==> src/rtl/scmp_bus_responder.sv <==
// SC/MP target-side bus responder: decodes core bus cycles, runs a req/ack
// transaction to memory, stalls the core with bus_hold, handles timeout/errors.
module scmp_bus_responder #(
  parameter int unsigned TIMEOUT   = 15,
  parameter logic [7:0]  IDLE_DATA = 8'hFF
) (
  input  logic        clk,
  input  logic        rst,
  input  logic        bus_ADS_n,
  input  logic        bus_RD_n,
  input  logic        bus_WR_n,
  input  logic        bus_F_R,
  input  logic        bus_F_I,
  input  logic        bus_F_D,
  input  logic        bus_F_H,
  input  logic [15:0] bus_addr,
  input  logic [7:0]  bus_wdata,
  output logic [7:0]  bus_rdata,
  output logic        bus_hold,
  output logic        mem_req,
  output logic        mem_we,
  output logic [15:0] mem_addr,
  output logic [7:0]  mem_wdata,
  input  logic [7:0]  mem_rdata,
  input  logic        mem_ack,
  output logic [3:0]  flags,
  output logic        halt_pulse,
  output logic        bus_err
);

  localparam int unsigned    CW       = $clog2(TIMEOUT + 1);
  localparam logic [CW-1:0]  CNT_LAST = CW'(TIMEOUT - 1);

  typedef enum logic [1:0] {S_IDLE, S_ADDR, S_REQ, S_DONE} state_e;

  state_e        state_q, state_d;
  logic [CW-1:0] count_q, count_d;
  logic          ads_prev_q, ads_prev_d;
  logic [7:0]    bus_rdata_q, bus_rdata_d;
  logic [15:0]   mem_addr_q, mem_addr_d;
  logic [7:0]    mem_wdata_q, mem_wdata_d;
  logic          mem_we_q, mem_we_d;
  logic [3:0]    flags_q, flags_d;
  logic          halt_q, halt_d;
  logic          err_q, err_d;

  logic ads, rd, wr, ads_edge;

  always_comb begin
    ads      = ~bus_ADS_n;
    rd       = ~bus_RD_n;
    wr       = ~bus_WR_n;
    // ads_prev_q holds last sampled ADS_n level; a new strobe is high->low
    ads_edge = ads & ads_prev_q;

    state_d     = state_q;
    count_d     = count_q;
    ads_prev_d  = bus_ADS_n;
    bus_rdata_d = bus_rdata_q;
    mem_addr_d  = mem_addr_q;
    mem_wdata_d = mem_wdata_q;
    mem_we_d    = mem_we_q;
    flags_d     = flags_q;
    halt_d      = 1'b0;
    err_d       = 1'b0;

    case (state_q)
      S_IDLE: begin
        if (ads) begin
          mem_addr_d = bus_addr;
          flags_d    = {bus_F_H, bus_F_D, bus_F_I, bus_F_R};
          halt_d     = bus_F_H;
          state_d    = S_ADDR;
        end
      end
      S_ADDR: begin
        if (ads) begin
          mem_addr_d = bus_addr;
          flags_d    = {bus_F_H, bus_F_D, bus_F_I, bus_F_R};
          halt_d     = bus_F_H;
        end else if (rd && wr) begin
          err_d       = 1'b1;
          bus_rdata_d = IDLE_DATA;
          state_d     = S_DONE;
        end else if (rd || wr) begin
          mem_we_d = wr;
          if (wr) mem_wdata_d = bus_wdata;
          count_d  = '0;
          state_d  = S_REQ;
        end
      end
      S_REQ: begin
        if (ads_edge) err_d = 1'b1;
        if (mem_ack) begin
          if (!mem_we_q) bus_rdata_d = mem_rdata;
          state_d = S_DONE;
        end else if (count_q == CNT_LAST) begin
          if (!mem_we_q) bus_rdata_d = IDLE_DATA;
          err_d   = 1'b1;
          state_d = S_DONE;
        end else if (count_q != '1) begin
          count_d = count_q + 1'b1;
        end
      end
      S_DONE: begin
        if (ads_edge) err_d = 1'b1;
        if (!rd && !wr) state_d = S_IDLE;
      end
      default: state_d = S_IDLE;
    endcase
  end

  always_ff @(posedge clk or posedge rst) begin
    if (rst) begin
      state_q     <= S_IDLE;
      count_q     <= '0;
      ads_prev_q  <= 1'b1;
      bus_rdata_q <= '0;
      mem_addr_q  <= '0;
      mem_wdata_q <= '0;
      mem_we_q    <= 1'b0;
      flags_q     <= '0;
      halt_q      <= 1'b0;
      err_q       <= 1'b0;
    end else begin
      state_q     <= state_d;
      count_q     <= count_d;
      ads_prev_q  <= ads_prev_d;
      bus_rdata_q <= bus_rdata_d;
      mem_addr_q  <= mem_addr_d;
      mem_wdata_q <= mem_wdata_d;
      mem_we_q    <= mem_we_d;
      flags_q     <= flags_d;
      halt_q      <= halt_d;
      err_q       <= err_d;
    end
  end

  assign mem_req    = (state_q == S_REQ);
  assign bus_hold   = (state_q == S_REQ);
  assign bus_rdata  = bus_rdata_q;
  assign mem_we     = mem_we_q;
  assign mem_addr   = mem_addr_q;
  assign mem_wdata  = mem_wdata_q;
  assign flags      = flags_q;
  assign halt_pulse = halt_q;
  assign bus_err    = err_q;

endmodule

==> config.mk <==
export PLATFORM = sky130hd
export DESIGN_NAME = scmp_bus_responder
export DESIGN_NICKNAME = d
export VERILOG_FILES = /design/src/rtl/scmp_bus_responder.sv
export SDC_FILE = /design/constraint.sdc
export NUM_CORES = 1
export LEC_CHECK = 0
export ABC_AREA = 1
export CORE_MARGIN = 5
export CORE_UTILIZATION = 48
export CTS_CLUSTER_DIAMETER = 120
export DETAILED_ROUTE_END_ITERATION = 8
export GPL_ROUTABILITY_DRIVEN = 0
export HOLD_SLACK_MARGIN = 0.1
export MAX_ROUTING_LAYER = met4
export PLACE_DENSITY = 0.85
export SLEW_MARGIN = 0
export SYNTH_ARGS = -nofsm -noshare
export SYNTH_HDL_FRONTEND = slang
export SYNTH_SLANG_ARGS = --single-unit
export TNS_END_PERCENT = 1
==> constraint.sdc <==
create_clock -name clk -period 2.5 [get_ports clk]
set_clock_uncertainty 0.1 [all_clocks]
set_input_delay 0.5 -clock clk [delete_from_list [all_inputs] [get_ports clk]]
set_output_delay 0.5 -clock clk [all_outputs]
set_load 0.01 [all_outputs]
### Yosys cells after proc, flatten, opt, wreduce, memory -nomap -nowiden

Cells that the tools add are included.

* add/subtract/negate cells: 1
* eq/ne operators: 17
* muxes and demuxes: 30
* bitwise gates (word level): 5
* reductions and logical operators: 12

Operator list (count)
* $mux W8: 6
* $mux W4: 6
* $ne A2 B2 Y1 const B: 9
* $pmux W8 S2: 1
* $reduce_and A5 Y1: 3
* $mux W2: 7
* $pmux W2 S4: 1
* $pmux W4 S2: 1
* $mux W1: 7
* $reduce_and A7 Y1: 1
* $add A4 B1 Y4 const B: 1
* $eq A2 B2 Y1 const B: 2
* $eq A4 B4 Y1 const B: 1
* $ne A4 B4 Y1 const B: 1
* $not A1 Y1: 4
* $reduce_and A4 Y1: 1
* $ne A3 B1 Y1 const B: 1
* $ne A3 B3 Y1 const B: 1
* $pmux W1 S3: 1
* $eq A2 B1 Y1 const B: 1
* $logic_and A1 B1 Y1: 2
* $logic_not A2 Y1: 1
* $ne A2 B1 Y1 const B: 1
* $reduce_and A2 Y1: 1
* 4 further kinds: 4

* register bits after elaboration: 46
* input bits: 42
* output and inout port bits: 41
* logic and storage cells: 75

### Longest topological paths before layout

Gate-level depths: netlist of run 1.

* word-level depth: 6
* mapped depth: 10

### Worst setup path before layout of run 1

Ideal clock, no wire load.

* path kind: reg-to-reg
* from: register state_q[0]
* to: register bus_rdata_q[0], in the netlist bus_rdata[0]
* library setup time: 0.120 ns
* arrival: 1.438 ns
* data required time: 2.280 ns
* setup slack: 0.843 ns
* cell stages (with the launch flop): 9
* path buffers: 1
* period minus slack after synthesis: 1.657 ns
* cell sequence: dfrtp_1 > inv_1 > ha_1 > inv_2 > nor2_4 > nand2_2 > nand3_4 > buf_8 > o21ai_2

* word-level cells in the longest chain between the ends: 3

Ends and longest elaborated chain
* from (decl): RTL line 36 `state_e state_q, state_d;`
* from (signal assigned): RTL line 126 `state_q <= state_d;`
* $eq A2 B2 Y1 (*)
* via bus_hold: RTL line 19 `output logic bus_hold,`
* $ne A3 B1 Y1 (no source line) (tied with other cells)
* $reduce_and A5 Y1 (no source line)
* to (signal assigned): RTL line 129 `bus_rdata_q <= bus_rdata_d;`
* to (decl): RTL line 39 `logic [7:0] bus_rdata_q, bus_rdata_d;`

Mark *: on every way through the listed nets, which the timed path passes. The rest lies on a longest branch.
A chain may end at the register's enable or synchronous reset.

### Worst setup path after layout of run 1

* from: register state_q[0]
* to: output mem_req

* word-level cells in the longest chain between the ends: 1

Ends and longest elaborated chain
* $eq A2 B2 Y1: RTL line 139 `assign mem_req = (state_q == S_REQ);`
* to (decl): RTL line 20 `output logic mem_req,`

No other way between the ends.

==> results.yml, run 1 <==
cells_and_area:
  final_common_cell: "clkdlybuf4s50_1"
  final_core_util_pct: 69.13
  drive_gt1_share_pct: 11.75
  fillers: 381
  n_antenna_cell: 0
  area_growth_pct: 42.19
  mostFrequentLayoutCells: "82 x clkdlybuf4s50_1, 74 x nand2_1, 45 x dfrtp_1"
  nets: 397
drt:
  ant_nets: 0
  wl_met2_um: 2456
  vias_per_cell: 4.794
  met1_length_um: 2184
  drt-total-wl_um: 5148
  detail_route.wl_per_cell_um: 12.77
  drc: 0
  vias: 1932
  drtPass1Iterations: 4
  top_layer_used: "met4"
  dr_wl_met3_um: 435
  drt_iter0_drc: 79
worst_setup_path:
  cp_data_arrival_time_ns: 1.80
  crit_type: "reg2out"
  cp-end-kind: "primary output"
  cp_max_fo: 8
  critPathLaunchType: "flop"
  required_ns: 1.90
synth:
  yosysSeqAreaShare_pct: 50.86
  synth_warnings: 0
  synthTopCellsByArea: "dfrtp_1 50%, nand2_1 12%, inv_1 5.5%"
  syn_area_um2: 2266
  yosysUniqueCellTypes: 25
  ys_seq_elements: 46
  syn-num-nets: 314
  syn_area_per_cell_um2: 8.551
  netlist_instances: 265
  synth.largest_area_cell: "dfrtp_1"
  yosysTopAreaCellShare_pct: 49.70
floorplan:
  die_y_um: 78.71
  core_region_area_um2: 4661
  dieArea_um2: 6194
  die_w_um: 78.71
  rows: 25
  num_io_pins: 83
  initial_core_util_pct: 48.62
timing:
  rsz0062_at_grt: "no"
  finalMaxSlewViolations: 0
  post-route-min-period_ns: 2.400
  setup_viol: 0
  hold_violations: 0
  worst_slew_pin_slew_ns: 0.4406
  fmax_mhz: 416.6
  tns_ns: 0
  holdWs_ns: 0.3785
  period_share_pct: 96.01
  relSlewSlack_pct: 70.58
clocking:
  post_cts_buffers: 0
  postCtsHoldBufs: 0
  cts_tree: "done"
  root_buffer: "clkbuf_8"
  clock_latency_ns: 0.30
  cts_made_buffers: 5
  cts-htree-levels: 2
  cts_buffer_depth: 2
  post_cts_resized: 0
  cts_num_sinks: 46
  clk_pin_slew_ns: 0.09
power:
  switching_share_pct: 40.03
  pwr-share-seq_pct: 34.4
  clkPwrFrac_pct: 12.3
  p_sw_mw: 1.517
  leakage_nw: 1.600
  comb_power_share_pct: 53.4
  powerDensity_nw_per_um2: 1176
  worst_ir_drop_vdd_v: 0.0006233
  internal-power_mw: 2.273
grt:
  antenna_found_initial: 0
  grtUsageTotal_pct: 18.77
  grt_max_degree: 42
  gr-total-overflow: 0
  grt_pass1_wl_um: 9114
  grt_pass1_vias: 2010
flow_run:
  drv_cap: 0
placed_design:
  io_buffers: 82
  place_hpwl_um: 3948
status:
  status: "finished, final reports clean"
min_path:
  hp-class: "reg2reg"
logic make-up (layout without fill, tap and decap cells):
| family | count (synthesis) | in the layout | share of synthesized area [%] |
|---|---|---|---|
| flops | 46 | 46 | 50.86 |
| xor+xnor | 1 | 1 | 0.3866 |
| fa+ha+maj | 7 | 7 | 3.865 |
| simple gates | 135 | 135 | 27.94 |
| buf+inv | 45 | 129 | 8.614 |
| compound gates | 31 | 31 | 8.338 |
synthesized netlist by cell type:
cell type	instances
nor2_2	2
nand2_1	74
nand3_1	22
xnor2_1	1
nand4_1	2
ha_1	7
buf_4	2
o21ai_2	9
nand2_4	2
or2_2	1
clkbuf_1	1
nor2_1	20
inv_2	3
inv_1	33
nand3b_1	1
dfstp_2	1
nor2_4	3
nand2_2	6
nand3_4	1
buf_8	1
inv_4	1
dfrtp_1	45
nor2_8	1
buf_2	4
o21ai_0	22
path summary, 6_finish.rpt:
| path | from | to | slack [ns] | cells past startpoint |
|---|---|---|---|---|
| worst max-delay path | state_q[0] | mem_req | 0.1 | 3 |
| worst min-delay path | mem_wdata[2] | mem_wdata[2] | 0.38 | 2 |
| worst max register to register | state_q[0] | count_q[3] | 0.60 | 8 |
| worst min register to register | mem_wdata[2] | mem_wdata[2] | 0.38 | 2 |
| max in group asynchronous | rst | bus_rdata[7] | 1.39 | 3 |
| min in group asynchronous | rst | mem_addr[15] | 0.41 | 2 |
metal layers:
metal,up-vias,GRT usage [%]
met5,-,-
met4,0,6.294
met3,8,5.215
met2,70,29.88
met1,871,23.24
li1,983,-
critical path, stage by stage, from the launching register on:
cell	delay (ns)
dfrtp_1	0.43
inv_1	0.14
ha_1	0.33
clkdlybuf4s50_1	0.60
metrics by stage:
step	total power [mW]	cells	instance area (um2)	setup WS (ns)
6_report	3.790	403	3222	0.09967
5_1_grt	4.108	403	3222	0.01992
4_1_cts	3.839	403	3222	0.08808
3_5_place_dp	3.356	395	3128	0.4278
3_3_place_gp	3.273	395	3128	0.4715
2_1_floorplan	2.474	265	2266	0.8139
final cells by class:
type                    instances  area (um2)  area share (%)
clock buffers                   5       68.82           2.136
clock inverters                 3       25.02          0.7767
inverters                      37       141.4           4.388
multi-input cells             174       918.4           28.50
flip-flops and latches         46        1152           35.77
well taps                      54       67.56           2.097
repair buffers                 84       848.3           26.33
state kept, by name, indices dropped and copies added, names as in the netlist:
name	flops
bus_err	1
halt_pulse	1
flags	4
count_q	4
bus_rdata	8
ads_prev_q	1
state_q	2
mem_we	1
mem_wdata	8
mem_addr	16
power groups by stage:
stage / Clock, mW / Combinational [mW] / Sequential [mW]
finish: 0.466 / 2.02 / 1.30
global route: 0.511 / 2.25 / 1.35
CTS: 0.483 / 2.06 / 1.30
detailed placement: 0 / 2.05 / 1.31
global placement: 0 / 1.98 / 1.29
floorplan: 0 / 1.05 / 1.43
Note: power is estimated with default switching activity, not from simulation.
==> run 2, diff against run 1 <==
--- a/config.mk
+++ b/config.mk
@@ -8,9 +8,10 @@
 export ABC_AREA = 1
 export CORE_MARGIN = 5
 export CORE_UTILIZATION = 48
+export CTS_BUF_LIST = sky130_fd_sc_hd__clkbuf_4 sky130_fd_sc_hd__clkbuf_8 sky130_fd_sc_hd__clkbuf_16
 export CTS_CLUSTER_DIAMETER = 120
 export DETAILED_ROUTE_END_ITERATION = 8
-export GPL_ROUTABILITY_DRIVEN = 0
+export GPL_ROUTABILITY_DRIVEN = 1
 export HOLD_SLACK_MARGIN = 0.1
 export MAX_ROUTING_LAYER = met4
 export PLACE_DENSITY = 0.85
==> results of run 2 <==
No change in the layout: final DEF, timing and power equal those of run 1.
==> run 3, diff against run 2 <==
--- a/config.mk
+++ b/config.mk
@@ -5,9 +5,8 @@
 export SDC_FILE = /design/constraint.sdc
 export NUM_CORES = 1
 export LEC_CHECK = 0
-export ABC_AREA = 1
 export CORE_MARGIN = 5
-export CORE_UTILIZATION = 48
+export CORE_UTILIZATION = 46
 export CTS_BUF_LIST = sky130_fd_sc_hd__clkbuf_4 sky130_fd_sc_hd__clkbuf_8 sky130_fd_sc_hd__clkbuf_16
 export CTS_CLUSTER_DIAMETER = 120
 export DETAILED_ROUTE_END_ITERATION = 8
==> run 3 against run 2 <==
Effect of this change: via count fell by 19%; critical endpoint is now bus_hold; maximum frequency rose by 1.4%; register-to-register slack got worse by 0.32 ns; critical path type unchanged.
==> results.yml, run 3 <==
status:
  status: "finished, final reports clean"
grt:
  antenna_found_initial: 0
  grtUsageTotal_pct: 16.14
  gr-total-overflow: 0
  grt_pass1_vias: 1631
  grt_max_degree: 23
  grt_pass1_wl_um: 7679
power:
  leakage_nw: 1.288
  internal-power_mw: 2.473
  powerDensity_nw_per_um2: 1188
  p_sw_mw: 1.176
  pwr-share-seq_pct: 34.5
  comb_power_share_pct: 49.9
  switching_share_pct: 32.22
  clkPwrFrac_pct: 15.6
  worst_ir_drop_vdd_v: 0.0008391
timing:
  worst_slew_pin_slew_ns: 0.5547
  tns_ns: 0
  finalMaxSlewViolations: 0
  relSlewSlack_pct: 62.94
  hold_violations: 0
  post-route-min-period_ns: 2.367
  setup_viol: 0
  fmax_mhz: 422.5
  rsz0062_at_grt: "no"
  holdWs_ns: 0.3150
  period_share_pct: 94.69
floorplan:
  dieArea_um2: 5897
  core_region_area_um2: 4354
  die_y_um: 76.79
  rows: 24
  num_io_pins: 83
  initial_core_util_pct: 47.13
  die_w_um: 76.79
synth:
  syn_area_um2: 2052
  yosysSeqAreaShare_pct: 56.16
  synth_warnings: 0
  yosysTopAreaCellShare_pct: 54.88
  synth_ff_type: "dfrtp_1"
  synth.most_common_cell: "dfrtp_1"
  ys_seq_elements: 46
  synth.largest_area_cell: "dfrtp_1"
  netlist_instances: 169
  synth_enable_flop_cells: 0
  synth_common_cells: "45 x dfrtp_1, 28 x mux2_2, 23 x nor2_1"
  syn_area_per_cell_um2: 12.14
  yosysUniqueCellTypes: 34
  syn-num-nets: 218
  async_flop_share_pct: 100.0
  synthTopCellsByArea: "dfrtp_1 55%, mux2_2 15%, ha_1 4.3%"
clocking:
  cts_made_buffers: 5
  clock_latency_ns: 0.29
  root_buffer: "clkbuf_8"
  cts_tree: "done"
  post_cts_buffers: 0
  post_cts_resized: 0
  clk_pin_slew_ns: 0.09
  cts_num_sinks: 46
  cts_buffer_depth: 2
  cts-htree-levels: 2
  postCtsHoldBufs: 0
worst_setup_path:
  cp_max_fo: 10
  required_ns: 1.90
  cp_data_arrival_time_ns: 1.77
  critPathLaunchType: "flop"
  crit_type: "reg2out"
  cp-end-kind: "primary output"
drt:
  drt_iter0_drc: 101
  top_layer_used: "met4"
  vias_per_cell: 5.029
  ant_nets: 0
  drtPass1Iterations: 4
  detail_route.wl_per_cell_um: 14.59
  met1_length_um: 1997
  wl_met2_um: 2154
  drt-total-wl_um: 4524
  dr_wl_met3_um: 360
  drc: 0
  vias: 1559
flow_run:
  drv_cap: 0
cells_and_area:
  drive_gt1_share_pct: 19.38
  fillers: 302
  n_antenna_cell: 0
  area_growth_pct: 49.63
  largest_reg_flops: 16
  final_common_cell: "clkdlybuf4s50_1"
  mostFrequentLayoutCells: "82 x clkdlybuf4s50_1, 45 x dfrtp_1, 28 x mux2_2"
  nets: 306
placed_design:
  io_buffers: 82
  place_hpwl_um: 3566
  place.gp.congestion: 0.8829
min_path:
  hp-class: "in2async"
==> run 3: cell families after synthesis <==
family	Yosys count	share of synthesized area, %
buffers and inverters	14	3.598
AND/OR/NAND/NOR	42	9.208
flip-flops	46	56.16
adder cells (fa/ha/maj)	7	4.268
AO/OA/AOI/OAI	31	10.98
XOR/XNOR	1	0.4269
multiplexers	28	15.37
==> run 3: power groups by stage <==
stage / sequential (mW) / combinational [mW] / clock (mW)
2_1_floorplan: 1.39 / 0.823 / 0
3_3_place_gp: 1.25 / 1.80 / 0
3_5_place_dp: 1.27 / 1.83 / 0
4_1_cts: 1.26 / 1.84 / 0.582
5_1_grt: 1.30 / 1.96 / 0.624
6_report: 1.26 / 1.82 / 0.568
==> run 3: final cells by class <==
class | instances | area, um2 | area share [%]
flip-flops and latches | 46 | 1152 | 37.53
repair buffers | 87 | 870.8 | 28.36
multi-input cells | 109 | 832.0 | 27.10
clock buffers | 7 | 90.09 | 2.934
well taps | 52 | 65.06 | 2.119
clock inverters | 1 | 30.03 | 0.9780
inverters | 8 | 30.03 | 0.9780
==> run 3: path summary, 6_finish.rpt <==
| kind | from | to | slack, ns | depth (start not counted) |
|---|---|---|---|---|
| min in group clk | mem_wdata[3] | mem_wdata[3] | 0.41 | 1 |
| max in group asynchronous | rst | ads_prev_q | 1.46 | 3 |
| setup reg to reg | state_q[0] | state_q[1] | 0.28 | 6 |
| hold reg to reg | mem_wdata[3] | mem_wdata[3] | 0.41 | 1 |
| hold / removal | rst | mem_addr[15] | 0.32 | 2 |
| setup / recovery | state_q[0] | bus_hold | 0.13 | 3 |
==> run 3: critical path: stages (launching register included) <==
cell             delay, ns
dfrtp_1               0.41
inv_1                 0.17
ha_2                  0.32
clkdlybuf4s50_1       0.57
==> run 3: per-layer routing <==
metal | global-route usage [%] | up-vias
li1 | - | 762
met4 | 2.622 | 0
met3 | 5.738 | 2
met2 | 25.13 | 56
met1 | 20.70 | 739
met5 | - | -
==> run 3: through the flow <==
stage                     setup WS (ns)  utilization, %  total power [mW]  instances  area [um2]
after floorplan                  0.4959               -             2.218        169        2052
after global placement           0.2413           67.70             3.051        302        2948
after detailed placement         0.1762           67.70             3.101        302        2948
after CTS                       0.03250           70.46             3.683        310        3068
after global routing            0.04105           70.52             3.888        310        3070
final                            0.1329           70.52             3.648        310        3070
